`config.mk`:
```
export PLATFORM = sky130hd
export DESIGN_NAME = enable_sequencer
export DESIGN_NICKNAME = d
export VERILOG_FILES = /design/src/rtl/enable_sequencer.sv
export SDC_FILE = /design/constraint.sdc
export NUM_CORES = 1
export LEC_CHECK = 0
export ABC_AREA = 1
export BUFFER_PORTS_ARGS = -buffer_cell sky130_fd_sc_hd__buf_2
export CORE_MARGIN = 4
export CORE_UTILIZATION = 65
export CTS_BUF_LIST = sky130_fd_sc_hd__clkbuf_8
export DETAILED_ROUTE_END_ITERATION = 16
export HOLD_SLACK_MARGIN = 0.06
export PLACE_DENSITY = 0.95
export SLEW_MARGIN = 10
export SYNTH_ARGS = -nofsm -noshare
export SYNTH_HDL_FRONTEND = slang
export SYNTH_SLANG_ARGS = --single-unit
```
`constraint.sdc`:
```
create_clock -name clk -period 5.52 [get_ports clk]
set_input_delay 0.552 -clock clk [delete_from_list [all_inputs] [get_ports clk]]
set_output_delay 0.552 -clock clk [all_outputs]
set_load 0.01 [all_outputs]
```
`src/rtl/enable_sequencer.sv`:
```
// enable_sequencer: generates repeated enable bursts (ON for on_len cycles,
// OFF for off_len cycles) for a downstream synchronous-signal stage.
// Ports: clk, reset (async, active-high), start, abort, on_len, off_len,
//        repeat_cnt in; enable, busy, done, burst_idx out (all registered).
// Build option: ENABLE_SEQ_CONTINUOUS_EN makes repeat_cnt=0 run endless
// bursts; without it repeat_cnt=0 only pulses done.
module enable_sequencer #(
    parameter int CNT_W = 8,
    parameter int REP_W = 4
) (
    input  logic             clk,
    input  logic             reset,
    input  logic             start,
    input  logic             abort,
    input  logic [CNT_W-1:0] on_len,
    input  logic [CNT_W-1:0] off_len,
    input  logic [REP_W-1:0] repeat_cnt,
    output logic             enable,
    output logic             busy,
    output logic             done,
    output logic [REP_W-1:0] burst_idx
);

    typedef enum logic [1:0] {
        IDLE = 2'd0,
        ON   = 2'd1,
        OFF  = 2'd2
    } state_t;

    state_t           state;
    state_t           state_d;
    logic [CNT_W-1:0] cnt;
    logic [CNT_W-1:0] on_q;
    logic [CNT_W-1:0] off_q;
    logic [REP_W-1:0] rep_q;

    logic phase_end;
    logic last_burst;
    logic start_acc;
    logic start_go;
    logic zero_rep;
    logic enable_d;
    logic busy_d;
    logic done_d;

    // ON lasts max(len,1) cycles: counter loads len-1, phase ends at 0.
    function automatic logic [CNT_W-1:0] on_reload(input logic [CNT_W-1:0] len);
        return (len == '0) ? '0 : len - CNT_W'(1);
    endfunction

    assign phase_end = (cnt == '0);
    assign start_acc = (state == IDLE) && start && !abort;

`ifdef ENABLE_SEQ_CONTINUOUS_EN
    // rep_q=0 means endless: no burst is ever the last one.
    assign last_burst = (rep_q != '0) && (burst_idx == rep_q - REP_W'(1));
    assign zero_rep   = 1'b0;
    assign start_go   = start_acc;
`else
    assign last_burst = (burst_idx == rep_q - REP_W'(1));
    assign zero_rep   = start_acc && (repeat_cnt == '0);
    assign start_go   = start_acc && (repeat_cnt != '0);
`endif

    // State register and registered outputs
    always_ff @(posedge clk or posedge reset) begin
        if (reset) begin
            state  <= IDLE;
            enable <= 1'b0;
            busy   <= 1'b0;
            done   <= 1'b0;
        end else begin
            state  <= state_d;
            enable <= enable_d;
            busy   <= busy_d;
            done   <= done_d;
        end
    end

    // Next-state logic
    always_comb begin
        state_d = state;
        unique case (state)
            IDLE: begin
                if (start_go) state_d = ON;
            end
            ON: begin
                if (abort) begin
                    state_d = IDLE;
                end else if (phase_end) begin
                    if (last_burst)          state_d = IDLE;
                    else if (off_q != '0)    state_d = OFF;
                    else                     state_d = ON;
                end
            end
            OFF: begin
                if (abort)          state_d = IDLE;
                else if (phase_end) state_d = ON;
            end
            default: state_d = IDLE;
        endcase
    end

    // Output logic (values for the next cycle)
    always_comb begin
        enable_d = (state_d == ON);
        busy_d   = (state_d != IDLE);
        done_d   = zero_rep;
        if ((state == ON) && !abort && phase_end && last_burst)
            done_d = 1'b1;
    end

    // Counter, burst index and latched configuration
    always_ff @(posedge clk or posedge reset) begin
        if (reset) begin
            cnt       <= '0;
            on_q      <= '0;
            off_q     <= '0;
            rep_q     <= '0;
            burst_idx <= '0;
        end else if (start_acc) begin
            on_q      <= on_len;
            off_q     <= off_len;
            rep_q     <= repeat_cnt;
            burst_idx <= '0;
            cnt       <= on_reload(on_len);
        end else if (state != IDLE && state_d != IDLE) begin
            if (phase_end && state_d == ON) begin
                // new burst: either after OFF or back-to-back ON
                cnt       <= on_reload(on_q);
                burst_idx <= burst_idx + REP_W'(1);
            end else if (phase_end && state_d == OFF) begin
                cnt <= off_q - CNT_W'(1);
            end else begin
                cnt <= cnt - CNT_W'(1);
            end
        end
    end

endmodule
```
[After elaboration in Yosys (flattened, before gate mapping)]
Cells that the tools add are included.
Word-level totals
  bits of input ports: 24
  register bits: 37
  output and inout bits: 7
  word-level logic and storage cells: 61
Cells by class
  muxes and demuxes: 18
  eq/ne operators: 5
  reductions and logical operators: 23
  add/subtract/negate cells: 6
Operator list (number)
  8-bit two-way mux: 6
  8-bit by 1-bit subtractor with 8-bit output, second input constant: 4
  8-bit logical NOT: 3
  2-bit two-way mux: 7
  4-bit two-way mux: 3
  1-bit logical AND: 10
  2-bit nonzero test: 4
  8-bit nonzero test: 1
  2-bit case mux with 3 select lines: 1
  4-bit by 1-bit adder with 4-bit output, second input constant: 1
  2-bit by 1-bit equality test with 1-bit output, second input constant: 2
  2-bit equality test, second input constant: 2
  4-bit equality test: 1
  4-bit logical NOT: 1
  4-bit nonzero test: 1
  4-bit by 1-bit subtractor with 4-bit output, second input constant: 1
  2-bit logical NOT: 1
  2-bit AND reduction: 1
  1-bit logical NOT: 1
  1-bit two-way mux: 1

[Logic depth before layout (Yosys ltp)]
Gate-level depths: netlist of run 1.
  word-level depth: 12
  depth in mapped cells: 21
  gate-level depth less buffers: 20

[Least setup slack after synthesis of run 1]
Ideal clock, no wire load.
  path kind: flip-flop to flip-flop
  from: register rep_q[0]
  to: register cnt[6]
  arrival: 2091 ps
  path buffers: 1
  stages on the path, launching flop included: 19
  path slack: 3303 ps
  library setup time: 126 ps
  data required time: 5394 ps
  clock period less this slack: 2217 ps
  path through: dfrtp_1 inv_1 ha_1 xor2_1 nand2_1 nor2_2 nand2_2 buf_6 nand2_8 o21bai_4 inv_1 ha_1 inv_1 nor2_1 nand3_1 nand2_1 nand3_1 nand2_1 a21oi_1
Between the ends
  longest elaborated chain between the ends: 12
  elaborated cells between the ends (all ways): 17
  those cells by class: add/sub: 1; eq/ne: 3; mux: 8; reduce/logical: 5
RTL lines
  from (decl): RTL line 35  | logic [REP_W-1:0] rep_q;
  from (signal assigned): RTL line 124  | rep_q <= repeat_cnt;
  4-bit by 1-bit subtractor with 4-bit output (*): RTL line 60  | assign last_burst = (burst_idx == rep_q - REP_W'(1));
  4-bit equality test (*): RTL line 60
  2-bit two-way mux (*): RTL line 91  | if (last_burst) state_d = IDLE;
  2-bit two-way mux (*): RTL line 90  | end else if (phase_end) begin
  2-bit two-way mux (*): RTL line 88  | if (abort) begin
  2-bit case mux with 3 select lines (*): RTL line 83  | unique case (state)
  2-bit equality test: RTL line 132  | end else if (phase_end && state_d == OFF) begin
  1-bit logical AND: RTL line 132
  8-bit two-way mux: RTL line 132
  8-bit two-way mux: RTL line 128  | if (phase_end && state_d == ON) begin
  8-bit two-way mux: RTL line 127  | end else if (state != IDLE && state_d != IDLE) begin
  8-bit two-way mux: RTL line 121  | end else if (start_acc) begin
  to (signal assigned): RTL line 126  | cnt <= on_reload(on_len);
  to (signal assigned): RTL line 130  | cnt <= on_reload(on_q);
  to (signal assigned): RTL line 133  | cnt <= off_q - CNT_W'(1);
  to (decl): RTL line 32  | logic [CNT_W-1:0] cnt;
Mark *: on every way between the ends. The rest lies on a longest branch, timed or not. The select of a mux whose other input is x is not followed.
A chain may end at the register's enable or synchronous reset.

[Worst setup path in the final report of run 1]
  from: register state[0]
  to: register cnt[7]
Between the ends
  longest elaborated chain between the ends: 12
  elaborated cells between the ends (all ways): 24
  those cells by class: eq/ne: 4; mux: 10; reduce/logical: 10
RTL lines
  from (decl): RTL line 30  | state_t state;
  from (signal assigned): RTL line 73  | state <= state_d;
  2-bit logical NOT: RTL line 52, 83
  1-bit logical AND (2 in series): RTL line 52  | assign start_acc = (state == IDLE) && start && !abort;
  1-bit logical AND: RTL line 62  | assign start_go = start_acc && (repeat_cnt != '0);
  2-bit two-way mux: RTL line 85  | if (start_go) state_d = ON;
  2-bit case mux with 3 select lines (*): RTL line 83
  net state_d[0]: RTL line 31  | state_t state_d;
  2-bit equality test: RTL line 132
  1-bit logical AND: RTL line 132
  8-bit two-way mux: RTL line 132
  8-bit two-way mux: RTL line 128
  8-bit two-way mux: RTL line 127
  8-bit two-way mux: RTL line 121
Mark *: on every way through the listed nets, which the timed path passes. The rest lies on a longest branch. The select of a mux whose other input is x is not followed.

==> out/metrics.sh, run 1 <==
STATUS='completed'
CTS.HTREE.LEVELS=2
TIMING.SETUP.CRITICAL_PATH_CLASS='flip-flop to flip-flop'
CP_TOP_FAMILY='simple AND/OR/NAND/NOR gates'
DRCVIOLATIONCOUNT=0
TIMING.CRITICAL_PATH.TO_TYPE='flip-flop'
SLEW_VIOL_FINAL=0
CAP_VIOL_MAX_COUNT=0
FINAL_NET_COUNT=423
NFILLCELLS=273
AREAGROWTHSYNTHTOFINISH_PCT=11.42
SYNTH_WARN=0
CORE_UM2=3716
CRIT_ARRIVAL_NS=3.21
ANTENNA-DIODE-COUNT=0
SEQUENTIAL_CELL_AREA_UM2=925.9
LARGEST_NET_DEGREE_AT_THE_START_OF_GLOBAL_ROUTING=44
WORST-SLEW-PIN-TRANSITION_NS=0.7840
SYN-CELL-AREA_UM2=2552
INITIAL_CORE_UTIL_PCT=68.69
CRITICAL_PATH_SOURCE_TYPE='flip-flop'
PLACED_CELLS_INCL_TAPS=435
YS_SEQ_ELEMENTS=37
DIE-AREA_UM2=4994
ROUTEDWLPERCELL_UM=12.94
NUMCTSBUFFERS=5
LATEST_CLOCK_ARRIVAL_WITHIN_THE_WORST_SKEW_PAIR_NS=0.30
CRITPATHMAXSTAGEDELAY_NS=0.75
SYNTH_NETS=393
R2R_SLACK_NS=2.49
SYNTH_FLOP_CELL='dfrtp_1'
MULTI_INPUT_AREA_UM2=1381
POWER_mW=1.035
SYNTH.CELLS.MOST_FREQUENT='nand2_1 (101), inv_1 (49), dfrtp_1 (37), nor2_1 (34), nand3_1 (33)'
CTS_TREE='built'
SYNTHDISTINCTLIBCELLS=29
DETAILROUTE.VIA_COUNT=2434
GRT_REMAINING_OVERFLOW=0
PATH_BUF_INV=1
P_LEAK_nW=1.545
SETUP_REPAIR_AFTER_GLOBAL_ROUTING_MISSED_ITS_MARGIN='no'
PLACEMENT_ROWS=22
VIA_COUNT_OF_THE_FIRST_GLOBAL_ROUTING_PASS=2310
TIMING.CRITICAL_PATH.FANOUT_MAX=43
WORSTPATHREQUIRED_NS=5.70
CTS.SINKS=37
DRT_ITER0_MARKERS=201
TIMING.CRITICAL_PATH.CELLS='nor2_1, nand3_2, inv_1, nand2_1, nand2_4, nand2_4, nand2_4, nand2_1, nand2_1, a21oi_1'
VIA_PER_INST=5.494
DETAIL-ROUTE-ANTENNA-NETS=0
SYNTH-EDFF-COUNT=0
NETLIST_TOP_CELLS_AREA='dfrtp_1 (36%), nand2_1 (15%), inv_1 (7.2%), nand3_1 (6.5%), nor2_1 (5.0%)'
NUMBER_OF_ANTENNA_VIOLATIONS_AT_THE_FIRST_CHECK_IN_GLOBAL_ROUTING=0
CHIP_WIDTH_UM=70.67
VDD_IR_DROP_MAX_mV=0.2803
FIN_CRIT_SH_PCT=54.85
ASYNCSETRESETFLOPFRACSYNTH_PCT=100.0
POSTSYNTHCELLCOUNT=364
DRT-PASS1-ITER-COUNT=7
NUMBER_OF_BUFFERS_ON_THE_LONGEST_CLOCK_PATH=2
CELLPOWERDENSITY_nW_PER_UM2=363.9
SYNTH_TOP_AREA_SHARE_PCT=36.27
CTS_ROOT_BUFFER='clkbuf_8'
TOTALWIRELENGTH_UM=5732
CTS.REPORTEDPATHS.CLKPINSLEW_NS=0.08
HPWL_UM=4218
DIE-HEIGHT_UM=70.67
DRIVE_GT1_SHARE_PCT=18.99
TIMING.SETUP.TNS_NS=0
CTS-HOLD-FIX-BUFFERS=0
FINAL.MIN_CLOCK_PERIOD_NS=3.028
SYN_AREA_PER_CELL_UM2=7.012
WORST_HOLD_PATH_TYPE='input port to asynchronous set/reset pin'
GRT.TOTAL_USAGE_PCT=24.50
STDCELL_COUNT=443
GP_CONGESTION=0.9420
SLEW_HEADROOM_PCT=47.67
POST_CTS_RESIZE_COUNT=0
SYNTH_SEQUENTIAL_AREA_RATIO_PCT=36.27
POST-CTS-SETUP-BUFFERS=0
SYNTH_LARGEST_AREA_CELL='dfrtp_1'
CP_SLOWEST_CELL='inv_1'
TIMING_HOLD_VIOLATIONS_FINAL=0
PLACE.PORT_BUFFERS=30
TIMING.FINAL.SETUP_VIOLATIONS=0
IO_PINS=31
YOSYSMOSTFREQUENTCELL='nand2_1'
WIRE_LENGTH_OF_THE_FIRST_GLOBAL_ROUTING_PASS_UM=9860
UPPER_CLOCK_FREQUENCY_LIMIT_MHz=330.3
WORST_CLOCK_SKEW_NS=0.005459
-- worst register-to-register path, cell delays in order (launching register included) --
cell	delay [ns]
dfrtp_1	0.42
nor2_1	0.18
nand3_2	0.63
inv_1	0.75
nand2_1	0.27
nand2_4	0.21
nand2_4	0.10
nand2_4	0.13
nand2_1	0.09
nand2_1	0.08
a21oi_1	0.07
-- path summary, 6_finish.rpt --
| path | start | cells after the start | endpoint |
|---|---|---|---|
| hold / removal | reset | 3 | cnt[7] |
| hold reg to reg | rep_q[1] | 2 | rep_q[1] |
| setup reg to reg | state[0] | 10 | cnt[7] |
| min in group clk | off_len[6] | 3 | off_q[6] |
| setup / recovery | state[0] | 10 | cnt[7] |
| max in group asynchronous | reset | 3 | off_q[6] |
-- area by class of cell --
| type | count | share of cell area, % |
|---|---|---|
| multi-input cells | 266 | 48.57 |
| repair buffers | 31 | 5.543 |
| clock inverters | 2 | 1.320 |
| clock buffers | 6 | 2.904 |
| inverters | 53 | 6.995 |
| flip-flops and latches | 37 | 32.56 |
| well taps | 48 | 2.112 |
-- cells by family after synthesis --
| kind of cell | share of synthesized area [%] |
|---|---|
| compound gates | 8.285 |
| xor+xnor | 3.775 |
| fa+ha+maj | 2.451 |
| buf+inv | 9.608 |
| flops | 36.27 |
| simple gates | 39.61 |
-- registers in the layout (all words and copies together) (netlist names) --
name and flops:
enable 1, cnt 8, done 1, off_q 8
rep_q 4, state 2, on_q 8, busy 1
burst_idx 4
-- layer usage --
layer	wire (um)	vias up	GRT usage (%)
met5	0	-	0
met2	2739	88	40.85
met1	2444	1125	31.21
met3	429	13	5.540
li1	-	1208	-
met4	119	0	9.186
-- where the power goes --
| group | leakage, nW | switching [mW] | internal (mW) |
|---|---|---|---|
| combinational | 1.03 | 0.248 | 0.148 |
| clock | 0.0574 | 0.103 | 0.147 |
| sequential | 0.457 | 0.0569 | 0.332 |
-- cell usage in the layout, fill, tap and decap left out, types with 8 or more instances in the layout --
cell     Yosys  layout
nor2_1      34      34
a21oi_1     11      11
dfrtp_1     37      37
nand2_2     10      10
xor2_1       8       8
buf_2        1      30
nand3_1     33      33
o21ai_0     23      23
inv_1       49      49
nand2_1    101     101
nor2_2       8       8
-- through the flow --
step	hold slack (ns)	area [um^2]	utilization [%]	setup WS [ns]
after global placement	0.4653	2724	73.30	2.539
after CTS	0.3657	2844	76.53	2.526
final	0.3492	2844	76.53	2.492
after detailed placement	0.4675	2724	73.30	2.385
after global routing	0.3932	2844	76.53	2.129
after floorplan	0.4486	2552	-	3.303
(Power assumes the default switching activity.)
==> run 2, diff against run 1 <==
--- a/config.mk
+++ b/config.mk
@@ -8,11 +8,11 @@
 export ABC_AREA = 1
 export BUFFER_PORTS_ARGS = -buffer_cell sky130_fd_sc_hd__buf_2
 export CORE_MARGIN = 4
-export CORE_UTILIZATION = 65
+export CORE_UTILIZATION = 55
 export CTS_BUF_LIST = sky130_fd_sc_hd__clkbuf_8
 export DETAILED_ROUTE_END_ITERATION = 16
 export HOLD_SLACK_MARGIN = 0.06
-export PLACE_DENSITY = 0.95
+export PLACE_DENSITY = 0.88
 export SLEW_MARGIN = 10
 export SYNTH_ARGS = -nofsm -noshare
 export SYNTH_HDL_FRONTEND = slang
==> constraint.sdc (replaced) <==
create_clock -name clk -period 2.45 [get_ports clk]
set_input_delay 0.245 -clock clk [delete_from_list [all_inputs] [get_ports clk]]
set_output_delay 0.245 -clock clk [all_outputs]
set_load 0.01 [all_outputs]
==> out/metrics.sh, run 2 (synthesized netlist as in run 1, its figures left out) <==
STATUS='completed'
SEQUENTIAL_CELL_AREA_UM2=925.9
POWER_mW=2.341
MOSTFREQUENTLAYOUTCELL='nand2_1'
CTS.HTREE.LEVELS=2
DETAIL-ROUTE-ANTENNA-NETS=0
TIMING_HOLD_VIOLATIONS_FINAL=0
WORSTREGTOREGCELLS=17
WORST_HOLD_PATH_TYPE='input port to asynchronous set/reset pin'
LARGEST_NET_DEGREE_AT_THE_START_OF_GLOBAL_ROUTING=43
CHIP_WIDTH_UM=76.13
DRIVE_GT1_SHARE_PCT=20.80
WORST_CLOCK_SKEW_NS=0.01058
NFILLCELLS=374
CORE_UM2=4414
WORSTPATHREQUIRED_NS=2.63
NUMBER_OF_BUFFERS_ON_THE_LONGEST_CLOCK_PATH=2
CELLPOWERDENSITY_nW_PER_UM2=809.8
TIMING.FINAL.SETUP_VIOLATIONS=0
SLEW_VIOL_FINAL=0
VIA_PER_INST=5.322
CTS_TREE='built'
CLOCKPOWERSHARE_PCT=23.7
FINAL_NET_COUNT=427
GRT.TOTAL_USAGE_PCT=21.02
INITIAL_CORE_UTIL_PCT=57.82
ANTENNA-DIODE-COUNT=0
TIMING.CRITICAL_PATH.FANOUT_MAX=7
WORST-SLEW-PIN-TRANSITION_NS=0.4799
SW_FRAC_OF_TOTAL_PCT=39.23
COMB_POWER_SHARE_PCT=39.2
DETAILROUTE.VIA_COUNT=2400
HPWL_UM=4313
WIRE_LENGTH_OF_THE_FIRST_GLOBAL_ROUTING_PASS_UM=10340
PLACED_CELL_AREA_UM2=2759
CTS.REPORTEDPATHS.CLKPINSLEW_NS=0.08
FIN_CRIT_SH_PCT=94.31
TIMING.SETUP.CRITICAL_PATH_CLASS='flip-flop to flip-flop'
DIE-AREA_UM2=5795
DIE-HEIGHT_UM=76.13
POST-CTS-SETUP-BUFFERS=0
SWITCHING_POWER_mW=0.9181
CRITICAL_PATH_SOURCE_TYPE='flip-flop'
GRT_REMAINING_OVERFLOW=0
VDD_IR_DROP_MAX_mV=0.3780
PLACE.PORT_BUFFERS=30
UPPER_CLOCK_FREQUENCY_LIMIT_MHz=432.8
GP_CONGESTION=0.8675
CTS.SINKS=37
TOTALWIRELENGTH_UM=5849
AREAGROWTHSYNTHTOFINISH_PCT=13.24
MOST-COMMON-LAYOUT-CELLS='nand2_1 (100), inv_1 (48), dfrtp_1 (37)'
CAP_VIOL_MAX_COUNT=0
CRIT_ARRIVAL_NS=2.49
SEQUENTIALPOWERSHARE_PCT=37.2
FINAL.MIN_CLOCK_PERIOD_NS=2.311
LARGEST_REGISTERS='cnt: 8 flops, off_q: 8 flops, on_q: 8 flops'
TIMING.CRITICAL_PATH.TO_TYPE='flip-flop'
DRT-PASS1-ITER-COUNT=4
HOLD_WORST_SLACK_NS=0.04773
P_LEAK_nW=1.581
LATEST_CLOCK_ARRIVAL_WITHIN_THE_WORST_SKEW_PAIR_NS=0.29
DRCVIOLATIONCOUNT=0
SLEW_HEADROOM_PCT=68.01
MULTI_INPUT_AREA_UM2=1396
PLACEMENT_ROWS=24
FINALINSTANCEAREA_UM2=2890
INTPOWER_mW=1.422
NUMCTSBUFFERS=5
IO_PINS=31
CTS_ROOT_BUFFER='clkbuf_8'
DRT_ITER0_MARKERS=167
VIA_COUNT_OF_THE_FIRST_GLOBAL_ROUTING_PASS=2327
NUMBER_OF_ANTENNA_VIOLATIONS_AT_THE_FIRST_CHECK_IN_GLOBAL_ROUTING=0
ROUTEDWLPERCELL_UM=12.97
[run 2: cell types whose count changed in the layout (fill, tap and decap cells not counted)]
cell,change
buf_4,+4
inv_2,+2
clkinvlp_4,-1
inv_1,-1
nand2_1,-1
nand2_4,+1
nand3_1,-1
nand3_2,+1
nor2_1,-1
nor2_2,+1
[run 2: worst paths after layout]
check,from,slack [ns],to
setup / recovery,rep_q[0],0.14,cnt[6]
hold / removal,reset,0.05,on_q[7]
setup reg to reg,rep_q[0],0.14,cnt[6]
hold reg to reg,cnt[3],0.49,cnt[3]
max in group asynchronous,reset,2.05,cnt[0]
min in group clk,off_len[5],0.16,off_q[5]
[run 2: final cells by class]
type / instances / share of cell area [%]
clock inverter: 2 / 1.169
timing repair buffer: 35 / 6.494
inverter: 53 / 6.883
tap: 52 / 2.251
sequential: 37 / 32.03
clock buffer: 6 / 2.857
multi-input combinational: 266 / 48.31
[run 2: power groups by stage]
stage	clock network (mW)	registers (mW)	logic, mW
2_1_floorplan	0	0.861	0.684
3_3_place_gp	0	0.875	0.844
3_5_place_dp	0	0.880	0.875
4_1_cts	0.551	0.869	0.889
5_1_grt	0.583	0.892	1.04
6_report	0.554	0.870	0.917
[run 2: critical path, stage by stage (launching register included)]
cell      delay (ns)
dfrtp_1         0.39
inv_2           0.06
ha_1            0.30
xor2_1          0.14
nand2_1         0.08
nor2_2          0.13
nand2_4         0.11
nand2_8         0.10
o21bai_4        0.08
inv_2           0.07
ha_1            0.16
inv_1           0.06
nor2_2          0.16
nand3_1         0.10
nand2_1         0.07
nand3_1         0.07
nand2_1         0.07
a21oi_1         0.06
[run 2: stage by stage]
stage          worst slack, ns  setup TNS, ns  std cells  util (%)
2_1_floorplan           0.2329              0        364         -
3_3_place_gp            0.1955              0        443     62.50
3_5_place_dp           0.04076              0        443     62.50
4_1_cts                0.01173              0        451     65.14
5_1_grt               -0.01989       -0.03535        451     65.48
6_report                0.1393              0        451     65.48
[run 2: repair_timing]
action	CTS	global route
setup endpoints to repair	0	4
hold buffers	0	0
resized for setup	0	6
[run 2: routing by layer]
metal / global-route usage (%) / up-vias / wire length, um
li1: - / 1211 / -
met1: 26.69 / 1110 / 2455
met2: 35.45 / 63 / 2945
met3: 3.664 / 16 / 311
met4: 8.042 / 0 / 137
met5: 0 / - / 0
